File: src/rtl/reorder_buffer.sv
// Reorder buffer: tags issued instructions, captures CDB results and retires in order from head.
// Optional ROB_CDB_BYPASS_EN forwards a same-cycle CDB result to the Q_j/Q_k operand lookups.
module reorder_buffer #(
   parameter int unsigned DEPTH = 16,
   parameter int unsigned IDX_W = 4,
   parameter int unsigned XLEN  = 32
) (
   input  logic             clk,
   input  logic             reset,
   input  logic             issue_valid,
   input  logic             issue_writes,
   input  logic [4:0]       issue_dest,
   input  logic             issue_is_branch,
   input  logic             issue_is_store,
   output logic [IDX_W-1:0] issue_ROB,
   output logic             rob_full,
   input  logic             cdb_valid,
   input  logic [IDX_W-1:0] cdb_ROB,
   input  logic [XLEN-1:0]  cdb_value,
   input  logic             cdb_mispredict,
   input  logic [XLEN-1:0]  cdb_target,
   input  logic [IDX_W-1:0] Q_j,
   input  logic [IDX_W-1:0] Q_k,
   output logic             qj_ready,
   output logic             qk_ready,
   output logic [XLEN-1:0]  qj_value,
   output logic [XLEN-1:0]  qk_value,
   output logic             commit_valid,
   output logic             RegWrite,
   output logic [4:0]       commit_dest,
   output logic [IDX_W-1:0] commit_ROB,
   output logic [XLEN-1:0]  commit_value,
   output logic             commit_store,
   output logic             flush,
   output logic [XLEN-1:0]  flush_pc
);

   typedef struct packed {
      logic            busy;
      logic            ready;
      logic            writes;
      logic [4:0]      dest;
      logic            is_branch;
      logic            is_store;
      logic            mispredict;
      logic [XLEN-1:0] value;
      logic [XLEN-1:0] target;
   } entry_t;

   localparam logic [IDX_W-1:0] IdxOne  = IDX_W'(1);
   localparam logic [IDX_W:0]   CntOne  = (IDX_W + 1)'(1);
   localparam logic [IDX_W:0]   CntFull = DEPTH[IDX_W:0];

   entry_t           entry_q [DEPTH];
   entry_t           entry_d [DEPTH];
   logic [IDX_W-1:0] head_q, head_d;
   logic [IDX_W-1:0] tail_q, tail_d;
   logic [IDX_W:0]   count_q, count_d;

   entry_t head_e;
   entry_t cdb_e;
   logic   alloc;
   logic   complete;

   always_comb begin
      head_e       = entry_q[head_q];
      cdb_e        = entry_q[cdb_ROB];
      rob_full     = (count_q == CntFull);
      issue_ROB    = tail_q;
      commit_valid = head_e.busy & head_e.ready;
      flush        = commit_valid & head_e.mispredict;
      flush_pc     = flush ? head_e.target : '0;
      RegWrite     = commit_valid & head_e.writes;
      commit_store = commit_valid & head_e.is_store;
      commit_dest  = head_e.dest;
      commit_ROB   = head_q;
      commit_value = head_e.value;
      alloc        = issue_valid & ~rob_full & ~flush;
      // An entry retiring on this edge must not be re-marked by a late CDB hit.
      complete     = cdb_valid & cdb_e.busy & ~cdb_e.ready & ~flush
                     & ~(commit_valid & (cdb_ROB == head_q));
   end

   always_comb begin
      entry_d = entry_q;
      head_d  = head_q;
      tail_d  = tail_q;
      count_d = count_q;
      if (flush) begin
         for (int i = 0; i < int'(DEPTH); i++) begin
            entry_d[i].busy       = 1'b0;
            entry_d[i].ready      = 1'b0;
            entry_d[i].mispredict = 1'b0;
         end
         head_d  = '0;
         tail_d  = '0;
         count_d = '0;
      end else begin
         if (alloc) begin
            entry_d[tail_q].busy       = 1'b1;
            entry_d[tail_q].ready      = 1'b0;
            entry_d[tail_q].mispredict = 1'b0;
            entry_d[tail_q].writes     = issue_writes;
            entry_d[tail_q].dest       = issue_dest;
            entry_d[tail_q].is_branch  = issue_is_branch;
            entry_d[tail_q].is_store   = issue_is_store;
            tail_d                     = tail_q + IdxOne;
         end
         if (complete) begin
            entry_d[cdb_ROB].ready      = 1'b1;
            entry_d[cdb_ROB].value      = cdb_value;
            entry_d[cdb_ROB].mispredict = cdb_mispredict & cdb_e.is_branch;
            entry_d[cdb_ROB].target     = cdb_target;
         end
         if (commit_valid) begin
            entry_d[head_q].busy  = 1'b0;
            entry_d[head_q].ready = 1'b0;
            head_d                = head_q + IdxOne;
         end
         case ({alloc, commit_valid})
            2'b10:   count_d = count_q + CntOne;
            2'b01:   count_d = count_q - CntOne;
            default: count_d = count_q;
         endcase
      end
   end

   always_comb begin
      qj_ready = entry_q[Q_j].ready;
      qj_value = entry_q[Q_j].value;
      qk_ready = entry_q[Q_k].ready;
      qk_value = entry_q[Q_k].value;
`ifdef ROB_CDB_BYPASS_EN
      if (cdb_valid && (cdb_ROB == Q_j) && entry_q[Q_j].busy) begin
         qj_ready = 1'b1;
         qj_value = cdb_value;
      end
      if (cdb_valid && (cdb_ROB == Q_k) && entry_q[Q_k].busy) begin
         qk_ready = 1'b1;
         qk_value = cdb_value;
      end
`else
`endif
   end

   always_ff @(posedge clk or posedge reset) begin
      if (reset) begin
         for (int i = 0; i < int'(DEPTH); i++) begin
            entry_q[i] <= '0;
         end
         head_q  <= '0;
         tail_q  <= '0;
         count_q <= '0;
      end else begin
         for (int i = 0; i < int'(DEPTH); i++) begin
            entry_q[i] <= entry_d[i];
         end
         head_q  <= head_d;
         tail_q  <= tail_d;
         count_q <= count_d;
      end
   end

endmodule

File: config.mk
export PLATFORM = sky130hd
export DESIGN_NAME = reorder_buffer
export DESIGN_NICKNAME = d
export VERILOG_FILES = /design/src/rtl/reorder_buffer.sv
export SDC_FILE = /design/constraint.sdc
export NUM_CORES = 2
export LEC_CHECK = 0
export ABC_CLOCK_PERIOD_IN_PS = 108300
export CORE_MARGIN = 2
export CORE_UTILIZATION = 40
export CTS_CLUSTER_DIAMETER = 120
export DETAILED_ROUTE_END_ITERATION = 8
export GPL_TIMING_DRIVEN = 0
export PLACE_DENSITY = 0.52
export SYNTH_ARGS = -nofsm -noshare
export SYNTH_HDL_FRONTEND = slang
export SYNTH_SLANG_ARGS = --single-unit
File: constraint.sdc
create_clock -name clk -period 108.3 [get_ports clk]
set_input_delay 21.66 -clock clk [delete_from_list [all_inputs] [get_ports clk]]
set_output_delay 21.66 -clock clk [all_outputs]
set_load 0.02 [all_outputs]
# Word level (Yosys, flattened, before mapping)
# Cells that the tools add are included.
[word_totals]
register_bits = 1213
word_cells = 285
[op_classes]
add_sub_neg = 4
bitwise_logic = 21
magnitude_cmp = 8
eq_ne = 4
reduce_logical = 6
n_mux = 95
[ops]
columns = ["cell", "n"]
rows = [
  ["bitwise mux 1200 bit", 13],
  ["2-to-1 mux 1200 bit", 5],
  ["demux 75 bit (select 4 bit)", 13],
  ["binary-select mux 75 bit (select 4 bit)", 4],
  ["2-to-1 mux 74 bit", 7],
  ["2-to-1 mux 75 bit", 6],
  ["2-to-1 mux 65 bit", 2],
  ["2-to-1 mux 73 bit", 1],
  ["2-to-1 mux 72 bit", 1],
  ["2-to-1 mux 67 bit", 1],
  ["2-to-1 mux 66 bit", 1],
  ["2-to-1 mux 32 bit", 2],
  ["2-to-1 mux 64 bit", 1],
  ["2-to-1 mux 2 bit", 16],
  [">= comparator 5 bit, second input constant", 5],
  ["inverter 4 -> 5 bit", 5],
  ["2-to-1 mux 1 bit", 16],
  ["2-to-1 mux 4 bit", 4],
  ["less-than comparator 5 x 1 -> 1 bit, second input constant", 3],
  ["AND 1 bit", 12],
  ["case mux 5 bit (2 select lines)", 1],
  ["adder 4 x 1 -> 4 bit, second input constant", 2],
  ["adder 5 x 1 -> 5 bit, second input constant", 1],
  ["equality test 5 bit, second input constant", 1],
  ["9 further kinds", 15],
]

# Longest topological paths before layout
[depth]
depth_word = 24
ltp_mapped = 13
ltp_nobuf = 11

# Worst setup path before layout
# OpenSTA, ideal clock, no wires.
[synth_path]
path_type = "input-to-output"
from = "input port Q_j[0]"
to = "output port qj_ready"
n_path_buf = 3
t_required_ns = 86.640
path_slack_ns = 62.831
stages = 5
arrival_ns = 23.809
path_cell_list = "clkbuf_1 clkbuf_1 buf_1 mux4_2 mux4_2"
[synth_via]
elab_chain_len = 4
[synth_rtl]
columns = ["element", "line_no", "rtl"]
rows = [
  ["start: declaration", "22", "input logic [IDX_W-1:0] Q_j,"],
  ["inverter 4 -> 5 bit (implied by the code)", "129", "qj_ready = entry_q[Q_j].ready;"],
  ["binary-select mux 75 bit (select 4 bit)", "129", ""],
  ["2-to-1 mux 74 bit (2 in a row)", "-", ""],
  ["end: declaration", "24", "output logic qj_ready,"],
]
# No other way between the ends. The select of a mux whose other input is x is not followed.

# Worst setup path in the final report
[layout_path]
from = "input port Q_j[1]"
to = "output port qj_value[31]"
[layout_via]
elab_chain_len = 4
[layout_rtl]
columns = ["element", "line_no", "rtl"]
rows = [
  ["inverter 4 -> 5 bit (implied by the code)", "130", "qj_value = entry_q[Q_j].value;"],
  ["binary-select mux 75 bit (select 4 bit)", "130", ""],
  ["2-to-1 mux 74 bit (implied by the code) (2 in a row)", "130", ""],
  ["end: declaration", "26", "output logic [XLEN-1:0] qj_value,"],
]
# No other way between the ends. The select of a mux whose other input is x is not followed.

==> impl_metrics.tcl <==
set metrics [dict create \
    status "complete, but fails checks" \
    violations "max-capacitance violations, max-slew violations" \
    dp_hpwl_um 158500 \
    initial_utilization_pct 40.36 \
    wl_um 244300 \
    n_fill_cell 14067 \
    max_slew_margin_pct -3.768 \
    crit_path_end "qj_value[31]" \
    ir_drop_mv 0.02247 \
    tns_ns 0 \
    power_leakage_nw 31.71 \
    stdcell_area_mm2 0.07329 \
    drv_slew 44 \
    reg2reg_depth 9 \
    cap_violations 5 \
    worstMarginPinSlew_ns 1.557 \
    sw_frac_of_total_pct 34.20 \
    path_max_fanout 10 \
    p_int_mw 1.398 \
    cts_tree "done" \
    cts_sinks 1213 \
    power_frac_seq_pct 36.9 \
    core_mm2 0.1564 \
    dr.pass1.iters 6 \
    clock-root-buffer "clkbuf_16" \
    multi_input_area_mm2 0.03096 \
    drc 0 \
    grt_pass1_wl_um 342500 \
    postPlaceCellArea_mm2 0.06852 \
    cts_max_level 4 \
    clkLatencyLatePin_ns 0.80 \
    cts_made_buffers 143 \
    grt_use_total_pct 30.44 \
    final_antenna_net_count 0 \
    synth_edf_count 0 \
    yosysUniqueCellTypes 48 \
    cp_data_arrival_time_ns 25.31 \
    avgSynthCellArea_um2 14.52 \
    clockPowerShare_pct 23.3 \
    cp-end-kind "output port" \
    path_cells "clkbuf_1 > clkbuf_1 > clkbuf_1 > mux4_2 > mux4_2 > clkdlybuf4s50_1" \
    ys_seq_area_share_pct 48.09 \
    r2r_start "commit_ROB[2]$_DFFE_PP0P_" \
    synthArstFlopShare_pct 100.0 \
    die_area_mm2 0.1610 \
    final-seq-area_mm2 0.03035 \
    grt_pass1_vias 42853 \
    hp-class "reg2reg" \
    worstSetupStartpointType "input pin" \
    mostFrequentLayoutCell "dfrtp_1" \
    syn_nets 4445 \
    cts_resized 0 \
    crit_type "in2out" \
    drive_above_1_share_pct 42.19 \
    antenna_found_initial 20 \
    timing.critical_path.mode_cell "clkbuf_1" \
    power.density_mw_per_mm2 28.99 \
    clk_path_buf_depth 3 \
    hold_viol_final 0 \
    final_cell_mix "1213 x dfrtp_1, 868 x mux2_2, 815 x nand2_1, 707 x mux4_2, 227 x clkbuf_1" \
    worstPathRequired_ns 86.64 \
    setup_viol 0 \
    rsz0062_at_grt "no" \
    syn_area_mm2 0.06312 \
    area_delta_synth_final_pct 16.11 \
    fin_crit_sh_pct 43.37 \
    overflow 0 \
    die-height_um 401.3 \
    netlist_instances 4346 \
    finalPower_mw 2.125 \
    nets 4836 \
    synth_warnings 0 \
    num_vias 42718 \
    first_iter_violations 4740 \
    hold_buffers 0 \
    fin_skew_ns 0.01962 \
    ys_seq_elements 1213 \
    avgRoutedWirePerCell_um 35.35 \
    critical-path-slowest-cell "clkbuf_1" \
    via_per_inst 6.182 \
    grt_max_degree 122 \
    p_sw_mw 0.7267 \
    die_w_um 401.3 \
    io_buffers 226 \
    stdcell_count 6910 \
    dp_cells 6648 \
    core.rowCount 145 \
    fin_crit_ns 46.97 \
    routabilityCongestion 0.8895 \
    post_cts_buffers 0 \
    r2r_setup_slack_ns 103.17 \
    p_comb_share_pct 39.9 \
    startpoint "Q_j[1]" \
    cts.clk_slew.worst_paths_ns 0.06 \
    synth_ff_type "dfrtp_1" \
    io_pins 237 \
    slowest_delay_ns 1.11 \
    max_freq_mhz 21.29 \
]
worst max-delay path: cells and delay by family:
kind | cells | cell delay, ns
mux | 2 | 1.03
buf+inv | 4 | 2.59
power groups by stage:
| stage | sequential, mW | clock (mW) | combinational (mW) |
|---|---|---|---|
| 2_1_floorplan | 0.744 | 0 | 0.588 |
| 3_3_place_gp | 0.783 | 0 | 0.832 |
| 3_5_place_dp | 0.785 | 0 | 0.845 |
| 4_1_cts | 0.778 | 0.501 | 0.847 |
| 5_1_grt | 0.807 | 0.521 | 0.890 |
| 6_report | 0.783 | 0.494 | 0.847 |
per-stage QoR:
| step | hold WS [ns] | setup WS, ns | utilization [%] |
|---|---|---|---|
| after CTS | 0.4647 | 61.44 | 46.84 |
| after detailed placement | 0.4528 | 61.44 | 43.81 |
| final | 0.4623 | 61.33 | 46.87 |
| after global placement | 0.4437 | 36.19 | 43.46 |
| after floorplan | 0.4334 | 52.46 | - |
| after global routing | 0.4809 | 61.40 | 46.86 |
cell families after synthesis:
family                   share of synthesized area [%]
flip-flops                                       48.09
AND/OR/NAND/NOR                                  6.486
adder cells (fa/ha/maj)                         0.1982
multiplexers                                     41.38
AO/OA/AOI/OAI                                   0.8325
buffers and inverters                            2.868
XOR/XNOR                                        0.1526
cell type report:
type / instances / share of cell area [%]
antenna: 5 / 0.01707
buffer: 410 / 2.465
clock buffer: 209 / 5.755
clock inverter: 46 / 0.7050
inverter: 23 / 0.1280
multi-input combinational: 2700 / 42.25
sequential: 1213 / 41.41
tap: 2058 / 3.513
timing repair buffer: 246 / 3.756
cell usage after synthesis, drive strengths merged, types with 8 or more instances:
| master | instances | area, um^2 |
|---|---|---|
| dfrtp | 1213 | 30350 |
| mux2 | 896 | 10190 |
| nand2 | 815 | 3059 |
| mux4 | 707 | 15920 |
| clkbuf | 237 | 889.6 |
| buf | 173 | 834.6 |
| a21oi | 46 | 230.2 |
| and2 | 36 | 225.2 |
| nor2 | 25 | 93.84 |
| nor2b | 25 | 156.4 |
| nand3 | 23 | 120.1 |
| inv | 22 | 82.58 |
| nand4 | 21 | 131.4 |
| o21ai | 19 | 95.09 |
| ha | 10 | 125.1 |
| nor3 | 10 | 55.05 |
| nand2b | 8 | 50.05 |
per-layer routing:
metal	part of all wire, %	global-route usage (%)	vias to the layer above
met2	46	46.88	2062
li1	-	-	17008
met5	0.043	0	-
met1	42	42.45	23141
met3	7.8	5.943	489
met4	4.5	12.47	18
how the worst min path moves through the flow:
| stage | endpoint | cells past startpoint |
|---|---|---|
| 3_5_place_dp | flip-flop | 2 |
| 2_1_floorplan | flip-flop | 2 |
| 5_1_grt | flip-flop | 2 |
| 3_3_place_gp | flip-flop | 2 |
| 6_report | flip-flop | 2 |
| 4_1_cts | flip-flop | 2 |
Power figures use the tool's default switching activity.
